## src/rtl/sint_cmp_pipe_if.sv

```systemverilog
// Operand/result handshake bundle for sint_cmp_pipe.
// The master side drives operands and result backpressure; the slave side is the comparator pipeline.
interface sint_cmp_pipe_if #(
  parameter int WIDTH       = 3,
  parameter int COUNT_WIDTH = 16
);
  logic                   in_valid;
  logic                   in_ready;
  logic [WIDTH-1:0]       I0;
  logic [WIDTH-1:0]       I1;
  logic [2:0]             op;
  logic                   is_signed;
  logic                   out_valid;
  logic                   out_ready;
  logic                   O;
  logic                   err;
  logic                   clear_count;
  logic [COUNT_WIDTH-1:0] true_count;

  modport master (
    output in_valid, I0, I1, op, is_signed, out_ready, clear_count,
    input  in_ready, out_valid, O, err, true_count
  );

  modport slave (
    input  in_valid, I0, I1, op, is_signed, out_ready, clear_count,
    output in_ready, out_valid, O, err, true_count
  );
endinterface

```

## src/rtl/sint_cmp_pipe.sv

```systemverilog
// Pipelined signed/unsigned comparator with a runtime-selected relation,
// valid/ready backpressure and a saturating count of delivered true results.
module sint_cmp_pipe #(
  parameter int WIDTH       = 3,
  parameter int STAGES      = 2,
  parameter int COUNT_WIDTH = 16
) (
  input logic             CLK,
  input logic             ASYNCRESETN,
  sint_cmp_pipe_if.slave  bus
);

  localparam logic [2:0] OP_GT = 3'd0;
  localparam logic [2:0] OP_GE = 3'd1;
  localparam logic [2:0] OP_LT = 3'd2;
  localparam logic [2:0] OP_LE = 3'd3;
  localparam logic [2:0] OP_EQ = 3'd4;
  localparam logic [2:0] OP_NE = 3'd5;

  localparam logic [COUNT_WIDTH-1:0] CNT_MAX = '1;

  logic [WIDTH-1:0] opa;
  logic [WIDTH-1:0] opb;
  logic             lt;
  logic             eq;
  logic             res;
  logic             res_err;

  logic [STAGES-1:0] vld_q, vld_d;
  logic [STAGES-1:0] o_q,   o_d;
  logic [STAGES-1:0] err_q, err_d;
  logic [COUNT_WIDTH-1:0] cnt_q, cnt_d;
  logic stall;
  logic out_xfer;

  assign opa = bus.I0;
  assign opb = bus.I1;

  // Every relation is derived from one less-than and one equality.
  always_comb begin
    eq      = (opa == opb);
    lt      = bus.is_signed ? ($signed(opa) < $signed(opb)) : (opa < opb);
    res     = 1'b0;
    res_err = 1'b0;
    case (bus.op)
      OP_GT:   res = ~lt & ~eq;
      OP_GE:   res = ~lt;
      OP_LT:   res = lt;
      OP_LE:   res = lt | eq;
      OP_EQ:   res = eq;
      OP_NE:   res = ~eq;
      default: res_err = 1'b1;
    endcase
  end

  // Whole pipeline holds on output stall; bubbles are shifted, never squeezed out.
  always_comb begin
    stall = vld_q[STAGES-1] & ~bus.out_ready;
    vld_d = vld_q;
    o_d   = o_q;
    err_d = err_q;
    if (!stall) begin
      vld_d[0] = bus.in_valid;
      o_d[0]   = res;
      err_d[0] = res_err;
      for (int i = 1; i < STAGES; i++) begin
        vld_d[i] = vld_q[i-1];
        o_d[i]   = o_q[i-1];
        err_d[i] = err_q[i-1];
      end
    end
  end

  // Clear wins over a same-edge increment.
  always_comb begin
    out_xfer = vld_q[STAGES-1] & bus.out_ready;
    cnt_d    = cnt_q;
    if (bus.clear_count) begin
      cnt_d = '0;
    end else if (out_xfer && o_q[STAGES-1] && (cnt_q != CNT_MAX)) begin
      cnt_d = cnt_q + 1'b1;
    end
  end

  always_ff @(posedge CLK or negedge ASYNCRESETN) begin
    if (!ASYNCRESETN) begin
      vld_q <= '0;
      o_q   <= '0;
      err_q <= '0;
      cnt_q <= '0;
    end else begin
      vld_q <= vld_d;
      o_q   <= o_d;
      err_q <= err_d;
      cnt_q <= cnt_d;
    end
  end

  assign bus.in_ready   = ~stall;
  assign bus.out_valid  = vld_q[STAGES-1];
  assign bus.O          = o_q[STAGES-1];
  assign bus.err        = err_q[STAGES-1];
  assign bus.true_count = cnt_q;

endmodule

```

## src/flat_wrapper.sv

```systemverilog
// flat-port wrapper written by rule: the top's interface ports become plain ports
module sint_cmp_pipe_flat 
#(
  parameter int WIDTH       = 3,
  parameter int STAGES      = 2,
  parameter int COUNT_WIDTH = 16
)
  (CLK, ASYNCRESETN, bus_in_valid, bus_I0, bus_I1, bus_op, bus_is_signed, bus_out_ready, bus_clear_count, bus_in_ready, bus_out_valid, bus_O, bus_err, bus_true_count);
  sint_cmp_pipe_if #(.WIDTH(WIDTH), .COUNT_WIDTH(COUNT_WIDTH)) bus_i ();
  input logic CLK;
  input logic ASYNCRESETN;
  input wire logic [$bits(bus_i.in_valid)-1:0] bus_in_valid;
  input wire logic [$bits(bus_i.I0)-1:0] bus_I0;
  input wire logic [$bits(bus_i.I1)-1:0] bus_I1;
  input wire logic [$bits(bus_i.op)-1:0] bus_op;
  input wire logic [$bits(bus_i.is_signed)-1:0] bus_is_signed;
  input wire logic [$bits(bus_i.out_ready)-1:0] bus_out_ready;
  input wire logic [$bits(bus_i.clear_count)-1:0] bus_clear_count;
  output wire logic [$bits(bus_i.in_ready)-1:0] bus_in_ready;
  output wire logic [$bits(bus_i.out_valid)-1:0] bus_out_valid;
  output wire logic [$bits(bus_i.O)-1:0] bus_O;
  output wire logic [$bits(bus_i.err)-1:0] bus_err;
  output wire logic [$bits(bus_i.true_count)-1:0] bus_true_count;
  assign bus_i.in_valid = bus_in_valid;
  assign bus_i.I0 = bus_I0;
  assign bus_i.I1 = bus_I1;
  assign bus_i.op = bus_op;
  assign bus_i.is_signed = bus_is_signed;
  assign bus_i.out_ready = bus_out_ready;
  assign bus_i.clear_count = bus_clear_count;
  assign bus_in_ready = bus_i.in_ready;
  assign bus_out_valid = bus_i.out_valid;
  assign bus_O = bus_i.O;
  assign bus_err = bus_i.err;
  assign bus_true_count = bus_i.true_count;
  sint_cmp_pipe #(.WIDTH(WIDTH), .STAGES(STAGES), .COUNT_WIDTH(COUNT_WIDTH)) u_core (.CLK(CLK), .ASYNCRESETN(ASYNCRESETN), .bus(bus_i));
endmodule
```

## config.mk

```make
export PLATFORM = sky130hd
export DESIGN_NAME = sint_cmp_pipe_flat
export DESIGN_NICKNAME = d
export VERILOG_FILES = /design/src/rtl/sint_cmp_pipe_if.sv /design/src/rtl/sint_cmp_pipe.sv /design/src/flat_wrapper.sv
export SDC_FILE = /design/constraint.sdc
export NUM_CORES = 1
export LEC_CHECK = 0
export ABC_CLOCK_PERIOD_IN_PS = 4700
export CAP_MARGIN = 10
export CORE_MARGIN = 2
export CORE_UTILIZATION = 34
export CTS_CLUSTER_DIAMETER = 120
export CTS_CLUSTER_SIZE = 10
export DETAILED_ROUTE_END_ITERATION = 6
export SYNTH_ARGS = -nofsm -noshare
export SYNTH_HDL_FRONTEND = slang
export SYNTH_SLANG_ARGS = --single-unit
```

## constraint.sdc

```tcl
create_clock -name CLK -period 4.7 [get_ports CLK]
set_input_delay 0.94 -clock CLK [delete_from_list [all_inputs] [get_ports CLK]]
set_output_delay 0.94 -clock CLK [all_outputs]
set_load 0.01 [all_outputs]
```

== Word-level counts from Yosys, hierarchy flattened ==
Index checks and enable logic that the tools add are counted.
Word-level totals
  bits in registers: 22
  input bits: 15
  output and inout bits: 20
Operators by class
  $add $sub $neg: 1
  magnitude comparators: 2
  equal/unequal tests: 7
  muxes and demuxes: 5
  bitwise gates (word level): 8
  reductions and logical operators: 5
Operators with widths (count)
  $mux W16: 2
  $add A16 B1 Y16 const B: 1
  $ne A16 B16 Y1 const B: 1
  $eq A3 B2 Y1 const B: 2
  $eq A3 B3 Y1 const B: 2
  $lt A3 B3 Y1: 2
  $pmux W1 S6: 1
  $reduce_or A6 Y1: 1
  $not A1 Y1: 4
  $and A1 B1 Y1: 3
  $eq A3 B1 Y1 const B: 1
  $eq A3 B3 Y1: 1
  $logic_not A3 Y1: 1
  $logic_and A1 B1 Y1: 2
  $mux W1: 2
  $reduce_bool A2 Y1: 1
  $or A1 B1 Y1: 1

== Depth between registers and ports, before layout ==
  depth in word-level cells: 5
  depth in mapped cells: 6
  depth with buffers taken out: 6

== Worst setup path after synthesis ==
OpenSTA, ideal clock, no wires.
  kind: in2out
  from: input bus_out_ready
  to: output bus_in_ready
  arrival time: 1321 ps
  data required time: 3760 ps
  path slack: 2439 ps
  stages on the path: 2
  buffers on the path: 1
  path through: nand2b_1 -> clkbuf_1
Between the ends
  word-level cells in the longest chain between the ends: 3
Ends and longest elaborated chain
  start: declaration: line flat_wrapper.sv:17  | input wire logic [$bits(bus_i.out_ready)-1:0] bus_out_ready;
  $not A1 Y1: line sint_cmp_pipe.sv:58  | stall = vld_q[STAGES-1] & ~bus.out_ready;
  $and A1 B1 Y1: line sint_cmp_pipe.sv:58
  $not A1 Y1: line sint_cmp_pipe.sv:99  | assign bus.in_ready = ~stall;
  end: declaration: line flat_wrapper.sv:19  | output wire logic [$bits(bus_i.in_ready)-1:0] bus_in_ready;
Every way passes these cells.

== Worst setup path after layout ==
Same ends and word-level chain as after synthesis.

==> out/metrics.csv <==
metric;value;unit
outcome;completed;
initial_core_util;0.352;
timing.setup.tns;0;ns
reg2reg_depth;5;
leakage;0.683;nW
fin_ws;1.39;ns
syn_area;0.00129;mm^2
antenna_cells;0;
synth_nets;157;
antenna_found_initial;0;
synth_common_cells;dfrtp_1, inv_1, nor2_1;
worstMarginPinSlew;0.971;ns
drive_gt1_frac;0.0930;
grt_overflow_total;0;
crit_fanout;9;
htreeDepth;1;
max_slew_margin;0.351;
min_period_over_period;0.705;
wl_per_cell;12.3;um
hold_buffers;0;
p_per_area;258;mW/mm^2
async_flop_share;1.00;
ctsResizeCount;0;
setup_viol;0;
crit_path_start_kind;input port;
cp.arrival;2.37;ns
clock_latency;0.26;ns
synth_area_leaders;dfrtp_1, mux2_2, ha_1;
synth_cell_type_count;34;
place_ws;1.38;ns
syn_inst;138;
placedCellCount;215;
hold_violations;0;
r2r_setup_slack;2.75;ns
vias;1175;
nNetsFinal;192;
dp_hpwl;2040;um
grt_pass1_wl;4750;um
rows;22;
grt_usage;0.142;
fmax;302;MHz
synth_top_cell_by_area;dfrtp_1;
synth_area_per_cell;9.33;um^2
fin_crit;3.31;ns
viasPerCell;5.34;
synth-seq-area-share;0.428;
dieArea;0.00429;mm^2
grt_setup_unrepaired;no;
final_cells;220;
portBuffers;34;
drt_first_pass_iters;4;
clk_pin_slew;0.08;ns
post_cts_buffers;0;
crit_type;input port to output port;
yosysMostFrequentCell;dfrtp_1;
synthFlopType;dfrtp_1;
clk_root_buffer_cell;clkbuf_8;
wl;2710;um
cp.required;3.76;ns
ios;35;
hold_path_depth;1;
clock_sinks;22;
holdCritPathClass;flop to flop;
area.growth.synth_to_final;35.5;%
coreArea;0.00366;mm^2
synth_edf_count;0;
cap_violations;0;
die_h;65.5;um
dr.first_iter.drc_count;96;
yosysWarningCount;0;
die_w;65.5;um
synth-seq-cells;22;
ant_nets;0;
vdd_ir_drop_max;0.107;mV
cts_made_buffers;3;
yosysTopAreaCellShare;0.428;
p_total;0.000450;W
route.detailed.drc;0;
grt_start_max_net_pins;23;
end_kind;output port;
place.gp.congestion;0.730;
fin_worst_skew;0.00143;ns
cts_max_path_buffers;2;
report.final.slew_viol_count;0;
grt_pass1_vias;1076;
cts_tree;yes;
==> registers in the layout, summed over array words and instances, names as in the netlist <==
register / flops
u_core.vld_q: 2
u_core.bus.true_count: 16
u_core.err_q: 2
u_core.o_q: 2
==> layout by cell type, fill, tap and decap left out, types with 3 or more instances in the layout <==
cell type / Yosys / final
nand4_1: 5 / 5
clkdlybuf4s50_1: 0 / 34
nand3_1: 7 / 7
dfrtp_1: 22 / 22
or4_1: 3 / 3
o21ai_0: 8 / 8
a211oi_1: 4 / 4
nand2_1: 6 / 6
nand2b_1: 3 / 3
clkbuf_8: 0 / 3
nor2_1: 9 / 9
nor2b_1: 5 / 5
inv_1: 10 / 10
ha_1: 4 / 4
nor3_1: 6 / 6
or3_1: 3 / 3
mux2_2: 7 / 7
a21oi_1: 7 / 7
nor4_1: 5 / 5
==> worst max-delay path, stage by stage <==
cell and delay [ns]:
clkdlybuf4s50_1 0.51, nand2b_1 0.32, clkdlybuf4s50_1 0.61
==> final timing paths <==
path / endpoint / from
worst min register to register: u_core.vld_q[1] / u_core.vld_q[0]
worst max register to register: u_core.bus.true_count[14] / u_core.bus.true_count[0]
worst min-delay path: u_core.vld_q[1] / u_core.vld_q[0]
worst max-delay path: bus_in_ready / bus_out_ready
min in group asynchronous: u_core.bus.true_count[4] / ASYNCRESETN
max in group asynchronous: u_core.bus.true_count[10] / ASYNCRESETN
==> per-stage QoR <==
step / instance area, um^2 / hold slack (ns) / util
after floorplan: 1290 / 0.430 / -
after global placement: 1670 / 0.451 / 0.456
after detailed placement: 1670 / 0.451 / 0.456
after CTS: 1740 / 0.471 / 0.475
after global routing: 1740 / 0.493 / 0.476
final: 1740 / 0.461 / 0.476
==> cells by family after synthesis <==
| kind of cell | synth area share |
|---|---|
| DFF | 0.428 |
| and+or+nand+nor | 0.274 |
| muxes | 0.0612 |
| buffers and inverters | 0.0447 |
| xor gates and xnor gates | 0.00680 |
| AOI/OAI and AO/OA | 0.147 |
| adders and majority gates | 0.0389 |
==> where the power goes <==
part	total (W)	internal [W]	switching (W)
clock network	0.000177	0.000114	0.0000635
logic	0.0000655	0.0000370	0.0000285
registers	0.000207	0.000199	0.00000809
==> routing by layer <==
layer  wire length (um)  global-route usage  part of all wire  vias up
li1                   -                   -                 -      590
met1               1230               0.179              0.46      553
met3                 90              0.0171             0.033        4
met5                  0                   0                 0        -
met4                 51              0.0625             0.019        0
met2               1330               0.244              0.49       28
==> cell type report <==
| type | count | area [um^2] |
|---|---|---|
| Fill cell | 345 | 1920 |
| Tap cell | 48 | 60.1 |
| Sequential cell | 22 | 551 |
| Multi-Input combinational cell | 101 | 679 |
| Clock inverter | 1 | 30.0 |
| Clock buffer | 3 | 41.3 |
| Inverter | 10 | 37.5 |
| Timing Repair Buffer | 35 | 345 |
Power figures use the tool's default switching activity.
